===== config.mk =====
export PLATFORM = sky130hd
export DESIGN_NAME = intr_gateway_arb
export DESIGN_NICKNAME = d
export VERILOG_FILES = /design/src/rtl/intr_gateway_arb.sv
export SDC_FILE = /design/constraint.sdc
export NUM_CORES = 1
export LEC_CHECK = 0
export ABC_AREA = 1
export CAP_MARGIN = 20
export CORE_UTILIZATION = 28
export DETAILED_ROUTE_END_ITERATION = 16
export RECOVER_POWER = 50
export SYNTH_ARGS = -nofsm -noshare
export SYNTH_HDL_FRONTEND = slang
export SYNTH_SLANG_ARGS = --single-unit

===== constraint.sdc =====
create_clock -name clock -period 5.4 [get_ports clock]
set_clock_uncertainty 0.15 [all_clocks]
set_input_delay 1.08 -clock clock [delete_from_list [all_inputs] [get_ports clock]]
set_output_delay 1.08 -clock clock [all_outputs]
set_load 0.02 [all_outputs]

===== src/rtl/intr_gateway_arb.sv =====
// intr_gateway_arb: interrupt gateway and round-robin request arbiter.
// Each source latches a trigger as pending, is offered to the interrupt controller
// over a registered valid/ready handshake, and stays blocked until it is completed.
// Optional build macro GATEWAY_EDGE_COUNT_EN: count rising edges per source
// (saturating CNT_W-bit counter) instead of sampling the level directly.
module intr_gateway_arb #(
    parameter int NUM_SRC = 4,
    parameter int ID_W    = 2,
    parameter int CNT_W   = 3
) (
    input  logic               clock,
    input  logic               reset,
    input  logic [NUM_SRC-1:0] io_irq,
    output logic               io_req_valid,
    input  logic               io_req_ready,
    output logic [ID_W-1:0]    io_req_id,
    input  logic               io_complete_valid,
    input  logic [ID_W-1:0]    io_complete_id,
    output logic [NUM_SRC-1:0] io_inflight
);

    typedef enum logic [1:0] {
        ST_IDLE = 2'd0,
        ST_PEND = 2'd1,
        ST_SERV = 2'd2
    } src_state_e;

    logic               req_valid_q, req_valid_d;
    logic [ID_W-1:0]    req_id_q, req_id_d;
    logic [ID_W-1:0]    ptr_q, ptr_d;
    logic               fire;
    logic [NUM_SRC-1:0] cand;

    assign io_req_valid = req_valid_q;
    assign io_req_id    = req_id_q;
    assign fire         = req_valid_q && io_req_ready;

    // First set bit of cand at or after ptr, wrapping; {found, id}.
    function automatic logic [ID_W:0] rr_pick(input logic [NUM_SRC-1:0] c,
                                              input logic [ID_W-1:0]    ptr);
        logic [ID_W:0] res;
        int            idx;
        res = '0;
        for (int j = 0; j < NUM_SRC; j++) begin
            idx = int'(ptr) + j;
            if (idx >= NUM_SRC) begin
                idx = idx - NUM_SRC;
            end
            if (!res[ID_W] && c[idx]) begin
                res = {1'b1, ID_W'(idx)};
            end
        end
        return res;
    endfunction

    // Per-source gateway: trigger detection, IDLE/PEND/SERV state machine.
    for (genvar gi = 0; gi < NUM_SRC; gi++) begin : g_src
        src_state_e state_q, state_d;
        logic       trig;
        logic       granted;
        logic       completed;

        assign granted   = fire && (req_id_q == ID_W'(gi));
        assign completed = io_complete_valid && (io_complete_id == ID_W'(gi));

`ifdef GATEWAY_EDGE_COUNT_EN
        logic             prev_irq_q, prev_irq_d;
        logic [CNT_W-1:0] cnt_q, cnt_d;
        logic             rise;

        assign rise = io_irq[gi] & ~prev_irq_q;
        assign trig = (cnt_q != '0);

        // Outstanding-edge counter: saturating increment, decrement on grant.
        always_comb begin
            prev_irq_d = io_irq[gi];
            cnt_d      = cnt_q;
            if (rise && granted) begin
                cnt_d = cnt_q;
            end else if (rise) begin
                if (cnt_q != {CNT_W{1'b1}}) begin
                    cnt_d = cnt_q + 1'b1;
                end
            end else if (granted && (cnt_q != '0)) begin
                cnt_d = cnt_q - 1'b1;
            end
        end

        // Edge-detect and counter registers.
        always_ff @(posedge clock) begin
            if (reset) begin
                prev_irq_q <= 1'b0;
                cnt_q      <= '0;
            end else begin
                prev_irq_q <= prev_irq_d;
                cnt_q      <= cnt_d;
            end
        end
`else
        assign trig = io_irq[gi];
`endif

        // Next-state logic: latch trigger, move to service on grant, release on complete.
        always_comb begin
            state_d = state_q;
            case (state_q)
                ST_IDLE: if (trig)      state_d = ST_PEND;
                ST_PEND: if (granted)   state_d = ST_SERV;
                ST_SERV: if (completed) state_d = ST_IDLE;
                default:                state_d = ST_IDLE;
            endcase
        end

        // Source state register.
        always_ff @(posedge clock) begin
            if (reset) begin
                state_q <= ST_IDLE;
            end else begin
                state_q <= state_d;
            end
        end

        // The source being granted this cycle must not be re-offered.
        assign cand[gi]        = (state_q == ST_PEND) && !granted;
        assign io_inflight[gi] = (state_q == ST_SERV);
    end

    // Arbitration: reload the offer when empty or consumed, pointer advances past the grant.
    always_comb begin
        logic [ID_W:0] pick;
        req_valid_d = req_valid_q;
        req_id_d    = req_id_q;
        ptr_d       = ptr_q;
        if (fire) begin
            ptr_d = (int'(req_id_q) == NUM_SRC - 1) ? '0 : req_id_q + 1'b1;
        end
        pick = rr_pick(cand, ptr_d);
        if (!req_valid_q || fire) begin
            req_valid_d = pick[ID_W];
            req_id_d    = pick[ID_W] ? pick[ID_W-1:0] : '0;
        end
    end

    // Offer and round-robin pointer registers; reset drops any pending offer.
    always_ff @(posedge clock) begin
        if (reset) begin
            req_valid_q <= 1'b0;
            req_id_q    <= '0;
            ptr_q       <= '0;
        end else begin
            req_valid_q <= req_valid_d;
            req_id_q    <= req_id_d;
            ptr_q       <= ptr_d;
        end
    end

endmodule

==> results.py, run 1 <==
metrics = {
    "drt": {
        "drt_first_iter_violations": 36,
        "via_per_inst": 4.502,
        "drtPass1Iterations": 5,
        "wl_um": 2256,
        "detail-route-antenna-nets": 0,
        "wl_per_cell_um": 10.12,
        "drc": 0,
        "vias": 1004,
    },
    "sta": {
        "fin_crit_ns": 3.367,
        "fin_crit_sh_pct": 62.35,
        "max_freq_mhz": 297.0,
        "rsz0062_at_grt": "no",
        "slew_headroom_pct": 46.18,
        "totalNegativeSetupSlack_ns": 0,
        "setup_violations": 0,
        "tightest_slew_ns": 0.7989,
        "slew_viol_final": 0,
        "hold_viol_final": 0,
    },
    "setup_path": {
        "worstPathMaxFanout": 8,
        "crit_required_ns": 5.45,
        "start_kind": "input port",
        "cp-end-kind": "flip-flop",
        "crit_type": "input port to flip-flop",
        "arrival_ns": 3.41,
    },
    "floorplan": {
        "io_pins": 17,
        "dieArea_sq_um": 3919,
        "die_h_um": 62.61,
        "start_util_pct": 30.11,
        "core_area_sq_um": 3416,
        "chipWidth_um": 62.61,
        "rows": 21,
    },
    "place": {
        "port_buffers": 16,
        "gp_congestion": 0.8405,
        "hpwl_um": 1798,
    },
    "clock_tree": {
        "post-cts-setup-buffers": 0,
        "cts_buffers": 3,
        "clkTransAtPathRegs_ns": 0.09,
        "clk_latency_ns": 0.29,
        "root_buffer": "clkbuf_4",
        "cts.repair.resized": 0,
        "cts_sinks": 13,
        "clockBufferDepth": 2,
        "htree_levels": 1,
        "tritoncts": "yes",
        "hold_buffers": 0,
    },
    "synth": {
        "synth.area.top_cells": "dfxtp_1, nand2_1, nand3_1, inv_1, nand2_8",
        "yosys.area.top_type": "dfxtp_1",
        "synth_top_area_share_pct": 25.30,
        "synth-seq-cells": 13,
        "syn-instance-count": 160,
        "yosys_warnings": 0,
        "yosysUniqueCellTypes": 20,
        "ys_seq_area_share_pct": 25.30,
        "synth_nets": 174,
        "synth.avg_cell_area_sq_um": 6.428,
        "netlist_area_sq_um": 1028,
    },
    "cells_and_area": {
        "antenna-diode-count": 0,
        "nFillCells": 389,
        "seq_area_sq_um": 260.3,
        "postLayoutCoreUtil_pct": 36.15,
        "multi_input_area_sq_um": 638.1,
        "syn2layout_area_growth_pct": 20.07,
        "fin_nets": 192,
        "final_common_cell": "nand2_1",
        "drive_gt1_share_pct": 10.73,
        "final_cell_mix": "nand2_1, nand3_1, inv_1",
    },
    "status": {
        "status": "complete, no violations",
    },
    "global_routing": {
        "overflow": 0,
        "antenna_found_initial": 0,
        "grt_pass1_vias": 890,
        "grt_max_degree": 13,
        "grt_use_total_pct": 12.38,
        "grt_pass1_wl_um": 3884,
    },
    "power_and_ir_drop": {
        "ir_drop_mv": 0.1165,
        "leakage_nw": 0.6060,
        "p_total_uw": 514.5,
        "cellPowerDensity_nw_per_um2": 416.7,
    },
    "worst_hold_path": {
        "min-delay-path-class": "flip-flop to flip-flop",
    },
    "job": {
        "cap_viol_max_count": 0,
    },
}
state kept, by name, indices dropped and copies added, names as in the netlist:
name,cells
g_src.state_q,8
ptr_q,2
io_req_id,2
io_req_valid,1
report_power, final:
part	leakage, nW	internal [mW]	switching (mW)
Clock	0.0150	0.0288	0.0373
Sequential	0.108	0.116	0.0245
Combinational	0.483	0.117	0.191
Total	0.606	0.262	0.253
final cells by class:
cell class,count,area share [%]
multi-input cells,120,51.67
flip-flops and latches,13,21.07
repair buffers,16,12.97
inverters,24,7.497
well taps,46,4.661
clock buffers,4,2.128
critical path, cell delays in order:
cell	delay, ns
dlygate4sd3_1	0.78
nand2_8	0.11
o21ai_0	0.67
nand2_2	0.14
nand2_1	0.10
nand2_1	0.05
nand2_1	0.09
nand2_1	0.07
nor2_2	0.09
nand3b_1	0.10
nand3_1	0.08
nor2_1	0.04
through the flow:
step,hold WS [ns],std cells,setup slack [ns],instance area (sq um)
2_1_floorplan,0.3570,160,3.061,1028
3_3_place_gp,0.3831,219,2.240,1220
3_5_place_dp,0.3789,219,2.242,1220
4_1_cts,0.3973,223,2.540,1246
5_1_grt,0.4257,223,1.747,1235
6_report,0.3922,223,2.033,1235
Yosys cell counts (all sizes together):
| library cell | n |
|---|---|
| a21boi | 1 |
| a21oi | 10 |
| buf | 2 |
| clkbuf | 1 |
| dfxtp | 13 |
| ha | 4 |
| inv | 24 |
| nand2 | 55 |
| nand3 | 28 |
| nand3b | 1 |
| nor2 | 16 |
| nor3 | 4 |
| o21ai | 1 |
final timing paths:
check | cells past startpoint | slack [ns] | start | end
min | 3 | 0.39 | g_src[3].state_q[1] | g_src[3].state_q[0]
max | 12 | 2.03 | io_req_ready | io_req_id[0]
max reg2reg | 12 | 2.96 | io_req_id[0] | io_req_id[0]
min reg2reg | 3 | 0.39 | g_src[3].state_q[1] | g_src[3].state_q[0]
metal layers:
metal / track usage [%] / up-vias / share of wire [%] / routed length [um]
met5: 0 / - / 0 / 0
met3: 1.277 / 9 / 3.0 / 68
li1: - / 539 / - / -
met2: 20.11 / 20 / 45 / 1020
met4: 9.012 / 0 / 4.5 / 102
met1: 15.09 / 436 / 47 / 1064
kinds of logic (layout without fill, tap and decap cells):
logic type / count (synthesis) / count (layout) / share of synthesized area, %
buffers and inverters: 27 / 44 / 11.56
and+or+nand+nor: 104 / 104 / 51.10
DFF: 13 / 13 / 25.30
AOI/OAI and AO/OA: 12 / 12 / 7.179
adders and majority gates: 4 / 4 / 4.866
(Power assumes the default switching activity.)
==> run 2: changes to the inputs <==
- clock period: 5.4 -> 3.1 ns (I/O delays scaled with it)
==> run 2 against run 1 <==
Effect of this change:
- wire length up 1.1%
- sequential cell count is the same
- die area stayed put
- worst hold slack worse by 0.00080 ns
- design area grew 0.91%
- register-to-register slack got worse by 2.0 ns
- cell count is the same
- largest power group unchanged
==> results.py, run 2 (synthesis results as in run 1) <==
metrics = {
    "sta": {
        "rsz0062_at_grt": "no",
        "slew_viol_final": 0,
        "hold_viol_final": 0,
        "totalNegativeSetupSlack_ns": 0,
        "setup_violations": 0,
        "max_freq_mhz": 405.1,
        "tightest_slew_ns": 0.4721,
        "slew_headroom_pct": 68.43,
        "fin_crit_sh_pct": 79.64,
        "fin_crit_ns": 2.469,
    },
    "setup_path": {
        "worst_path_most_repeated_cell": "nand2_1",
        "arrival_ns": 2.52,
        "start_kind": "input port",
        "r2r-start": "io_req_id[0]",
        "crit_type": "input port to flip-flop",
        "crit_path_end": "io_req_id[0]",
        "rrSetupSlack_ns": 0.96,
        "cp-end-kind": "flip-flop",
        "cpPeakStageDelay_ns": 0.80,
        "rr_worst_depth": 14,
        "r2r_end": "io_req_id[0]",
        "cp_cell_sequence": "dlygate4sd3_1 > nand2_8 > o21ai_4 > nand2_1 > nand2_1 > nand2_1 > nand2_1 > nand2_1 > nor2_2 > nand3b_1 > nand3_1 > nor2_1",
        "worstPathMaxFanout": 8,
        "cp-startpoint": "io_req_ready",
        "critPathSlowestCell": "dlygate4sd3_1",
        "crit_required_ns": 3.15,
    },
    "global_routing": {
        "grt_pass1_wl_um": 3981,
        "overflow": 0,
        "grt_use_total_pct": 12.73,
        "grt_pass1_vias": 896,
        "grt_max_degree": 13,
        "antenna_found_initial": 0,
    },
    "power_and_ir_drop": {
        "pwr-share-comb_pct": 60.5,
        "leakage_nw": 0.6080,
        "p_switching_uw": 449.0,
        "seq_power_share_pct": 26.8,
        "cellPowerDensity_nw_per_um2": 728.9,
        "switching_share_pct": 49.43,
        "p_clk_share_pct": 12.7,
        "ir_drop_mv": 0.1829,
        "p_int_uw": 459.3,
    },
    "place": {
        "port_buffers": 16,
        "gp_congestion": 0.8401,
        "hpwl_um": 1809,
        "place_inst": 219,
    },
    "clock_tree": {
        "cts_buffers": 3,
        "clockBufferDepth": 2,
        "tritoncts": "yes",
        "root_buffer": "clkbuf_4",
        "clkTransAtPathRegs_ns": 0.10,
        "cts_sinks": 13,
        "hold_buffers": 0,
        "post-cts-setup-buffers": 0,
        "cts.repair.resized": 0,
        "htree_levels": 1,
        "clk_latency_ns": 0.29,
    },
    "cells_and_area": {
        "final_cell_mix": "nand2_1, nand3_1, inv_1",
        "syn2layout_area_growth_pct": 21.17,
        "regMostFlops": "g_src.state_q",
        "antenna-diode-count": 0,
        "postLayoutCoreUtil_pct": 36.48,
        "final_common_cell": "nand2_1",
        "stdcell_count": 223,
        "fin_nets": 192,
        "drive_gt1_share_pct": 11.30,
        "largest_register_ffs": 8,
    },
    "drt": {
        "drtPass1Iterations": 5,
        "via_per_inst": 4.552,
        "drc": 0,
        "drt_first_iter_violations": 27,
        "detail-route-antenna-nets": 0,
        "vias": 1015,
        "wl_per_cell_um": 10.22,
        "wl_um": 2280,
    },
    "worst_hold_path": {
        "min-delay-path-class": "flip-flop to flip-flop",
    },
    "floorplan": {
        "dieArea_sq_um": 3919,
        "die_h_um": 62.61,
        "start_util_pct": 30.11,
        "core_area_sq_um": 3416,
        "chipWidth_um": 62.61,
        "rows": 21,
        "io_pins": 17,
    },
    "status": {
        "status": "complete, no violations",
    },
    "job": {
        "cap_viol_max_count": 0,
    },
}
==> run 2: routing by layer <==
metal  track usage [%]  vias to the layer above  part of all wire, %
met5                 0                        -                    0
met4             8.430                        0                  3.6
met3             1.642                        7                  3.9
met2             20.24                       30                   45
met1             15.97                      439                   47
li1                  -                      539                    -
==> run 2: stage by stage <==
step	power [mW]	hold WS [ns]	worst slack [ns]	area, sq um
after floorplan	0.6744	0.3570	1.049	1028
after global placement	0.7987	0.3831	0.3998	1220
after detailed placement	0.7971	0.3844	0.3990	1220
after CTS	0.9146	0.3979	0.7131	1246
after global routing	1.010	0.4283	0.4254	1246
final	0.9083	0.3914	0.6313	1246
==> run 2: power groups by stage <==
stage               clock network, mW  registers (mW)  logic [mW]
floorplan                           0           0.250       0.425
global placement                    0           0.248       0.550
detailed placement                  0           0.248       0.549
CTS                             0.117           0.244       0.553
global route                    0.129           0.251       0.630
finish                          0.116           0.243       0.549
==> run 2: area by class of cell <==
class | count | area (sq um)
fill | 383 | 2170
sequential | 13 | 260.3
multi-input combinational | 120 | 649.4
clock buffer | 4 | 26.28
tap | 46 | 57.56
inverter | 24 | 92.59
timing repair buffer | 16 | 160.2
==> run 2: worst min-delay path by stage <==
stage	start	end	slack, ns	cells past startpoint
after floorplan	g_src[0].state_q[1]	g_src[0].state_q[0]	0.36	3
after global placement	g_src[3].state_q[1]	g_src[3].state_q[0]	0.38	3
after detailed placement	g_src[3].state_q[1]	g_src[3].state_q[0]	0.38	3
after CTS	g_src[3].state_q[1]	g_src[3].state_q[0]	0.40	3
after global routing	g_src[0].state_q[0]	g_src[0].state_q[0]	0.43	3
final	g_src[3].state_q[1]	g_src[3].state_q[0]	0.39	3
==> run 2: worst max-delay path, delay by kind of cell <==
kind	cells	cell delay, ns
AO/OA/AOI/OAI	1	0.27
AND/OR/NAND/NOR	10	0.84
buffers and inverters	1	0.80
==> run 3: changes to the inputs <==
- clock period: 3.1 -> 2.2 ns (I/O delays scaled with it)
==> run 3 against run 2 <==
Effect of this change:
- worst hold slack got worse by 0.034 ns
- first-iteration DRC count shrank 15%
- core utilization increased by 3.8 points
- via count increased by 2.6%
- combinational power increased by 61%
- critical path depth shrank 11
- non-clock buffer count increased by 16
- sequential power grew 43%
- sequential share of layout area is 1.6 points lower
- clock power rose by 31%
- critical path type is now flip-flop to output pin
- critical endpoint is now io_req_valid
- largest cell class unchanged
==> results.py, run 3 (synthesis results as in run 1) <==
metrics = {
    "drt": {
        "wl_per_cell_um": 9.540,
        "vias": 1041,
        "wl_um": 2280,
        "drt_first_iter_violations": 23,
        "drc": 0,
        "drtPass1Iterations": 4,
        "detail-route-antenna-nets": 0,
        "via_per_inst": 4.356,
    },
    "clock_tree": {
        "htree_levels": 1,
        "cts_buffers": 3,
        "tritoncts": "yes",
        "clk_latency_ns": 0.28,
        "clockBufferDepth": 2,
        "hold_buffers": 0,
        "root_buffer": "clkbuf_4",
        "clkTransAtPathRegs_ns": 0.08,
        "cts_sinks": 13,
    },
    "setup_path": {
        "critPathSlowestCell": "clkdlybuf4s50_1",
        "path_buf_inv": 1,
        "rr_worst_depth": 13,
        "path_depth": 1,
        "cp_cell_sequence": "clkdlybuf4s50_1",
        "crit_path_end": "io_req_valid",
        "cp-startpoint": "io_req_valid",
        "rrSetupSlack_ns": 0.18,
        "r2r-start": "io_req_id[0]",
        "crit_type": "flip-flop to output pin",
        "cpPeakStageDelay_ns": 0.69,
        "crit_required_ns": 1.61,
        "cp-end-kind": "output pin",
        "arrival_ns": 1.55,
        "critPathTopFamily": "buffers and inverters",
        "start_kind": "flip-flop",
        "r2r_end": "io_req_id[0]",
        "worstPathMaxFanout": 9,
    },
    "cells_and_area": {
        "multi_input_area_sq_um": 651.9,
        "regMostFlops": "g_src.state_q",
        "design_area_sq_um": 1378,
        "nFillCells": 368,
        "largest_register_ffs": 8,
        "drive_gt1_share_pct": 20.21,
        "syn2layout_area_growth_pct": 33.94,
        "antenna-diode-count": 0,
        "stdcell_count": 239,
        "fin_nets": 208,
        "final_cell_mix": "nand2_1, nand3_1, inv_1",
        "seq_area_sq_um": 265.3,
        "final_common_cell": "nand2_1",
    },
    "floorplan": {
        "dieArea_sq_um": 3919,
        "die_h_um": 62.61,
        "start_util_pct": 30.11,
        "io_pins": 17,
        "chipWidth_um": 62.61,
        "rows": 21,
        "core_area_sq_um": 3416,
    },
    "status": {
        "status": "complete, no violations",
    },
    "power_and_ir_drop": {
        "cellPowerDensity_nw_per_um2": 1002,
        "leakage_nw": 0.6857,
        "ir_drop_mv": 0.3389,
    },
    "place": {
        "placed_area_sq_um": 1333,
        "hpwl_um": 1825,
        "port_buffers": 16,
        "place_inst": 234,
        "gp_congestion": 0.7802,
    },
    "global_routing": {
        "overflow": 0,
        "grt_pass1_vias": 907,
        "grt_pass1_wl_um": 3960,
        "grt_use_total_pct": 12.69,
        "antenna_found_initial": 0,
        "grt_max_degree": 13,
    },
    "sta": {
        "hold_viol_final": 0,
        "rsz0062_at_grt": "no",
        "fin_crit_sh_pct": 97.47,
        "max_freq_mhz": 466.3,
        "slew_headroom_pct": 68.20,
        "setup_violations": 0,
        "tightest_slew_ns": 0.4755,
        "fin_crit_ns": 2.144,
        "slew_viol_final": 0,
    },
    "job": {
        "cap_viol_max_count": 0,
    },
    "worst_hold_path": {
        "min-delay-path-class": "flip-flop to flip-flop",
    },
}
run 3: cell types whose count changed in the layout (fill, tap and decap cells not counted), sizes merged:
cell,change
buf,+12
dlygate4sd3,-1
clkdlybuf4s50,+1
clkbuf,+4
run 3: worst min path at each step:
stage	start	end	slack, ns	cells past startpoint
2_1_floorplan	g_src[0].state_q[1]	g_src[0].state_q[0]	0.36	3
3_3_place_gp	io_req_id[1]	io_req_id[1]	0.38	2
3_5_place_dp	g_src[3].state_q[1]	g_src[3].state_q[0]	0.38	3
4_1_cts	g_src[3].state_q[1]	g_src[3].state_q[0]	0.39	3
5_1_grt	io_req_id[1]	io_req_id[1]	0.39	2
6_report	io_req_id[1]	io_req_id[1]	0.36	2
run 3: metal layers:
| layer | global-route usage [%] | vias to the layer above | wire [um] |
|---|---|---|---|
| met5 | 0 | - | 0 |
| met4 | 6.977 | 0 | 38 |
| met3 | 1.642 | 4 | 48 |
| met2 | 20.24 | 16 | 1057 |
| met1 | 16.41 | 451 | 1135 |
| li1 | - | 570 | - |
run 3: power by group:
group          switching [mW]  internal, mW  total (mW)
Sequential             0.0564         0.290       0.347
Clock                  0.0821        0.0703       0.152
Combinational           0.507         0.375       0.882
Total                   0.646         0.735        1.38
run 3: through the flow:
| step | hold WS [ns] | setup TNS [ns] | utilization (%) | total power, mW | worst slack (ns) |
|---|---|---|---|---|---|
| finish | 0.3572 | 0 | 40.33 | 1.381 | 0.05560 |
| floorplan | 0.3570 | 0 | - | 0.9502 | 0.1488 |
| detailed placement | 0.3790 | -0.4895 | 39.01 | 1.208 | -0.1797 |
| global placement | 0.3809 | -0.4884 | 39.01 | 1.211 | -0.1746 |
| CTS | 0.3887 | 0 | 39.78 | 1.363 | 0.06113 |
| global route | 0.3936 | 0 | 40.33 | 1.519 | 0.002183 |
run 3: repair_timing:
action	in CTS	in global routing
resized for setup	0	6
buffers inserted	0	1
setup endpoints to repair	0	3
run 3: layout make-up:
| type | count | area share, % |
|---|---|---|
| sequential | 13 | 19.26 |
| inverter | 24 | 6.721 |
| timing repair buffer | 32 | 20.62 |
| tap | 46 | 4.178 |
| clock buffer | 4 | 1.907 |
| multi-input combinational | 120 | 47.32 |
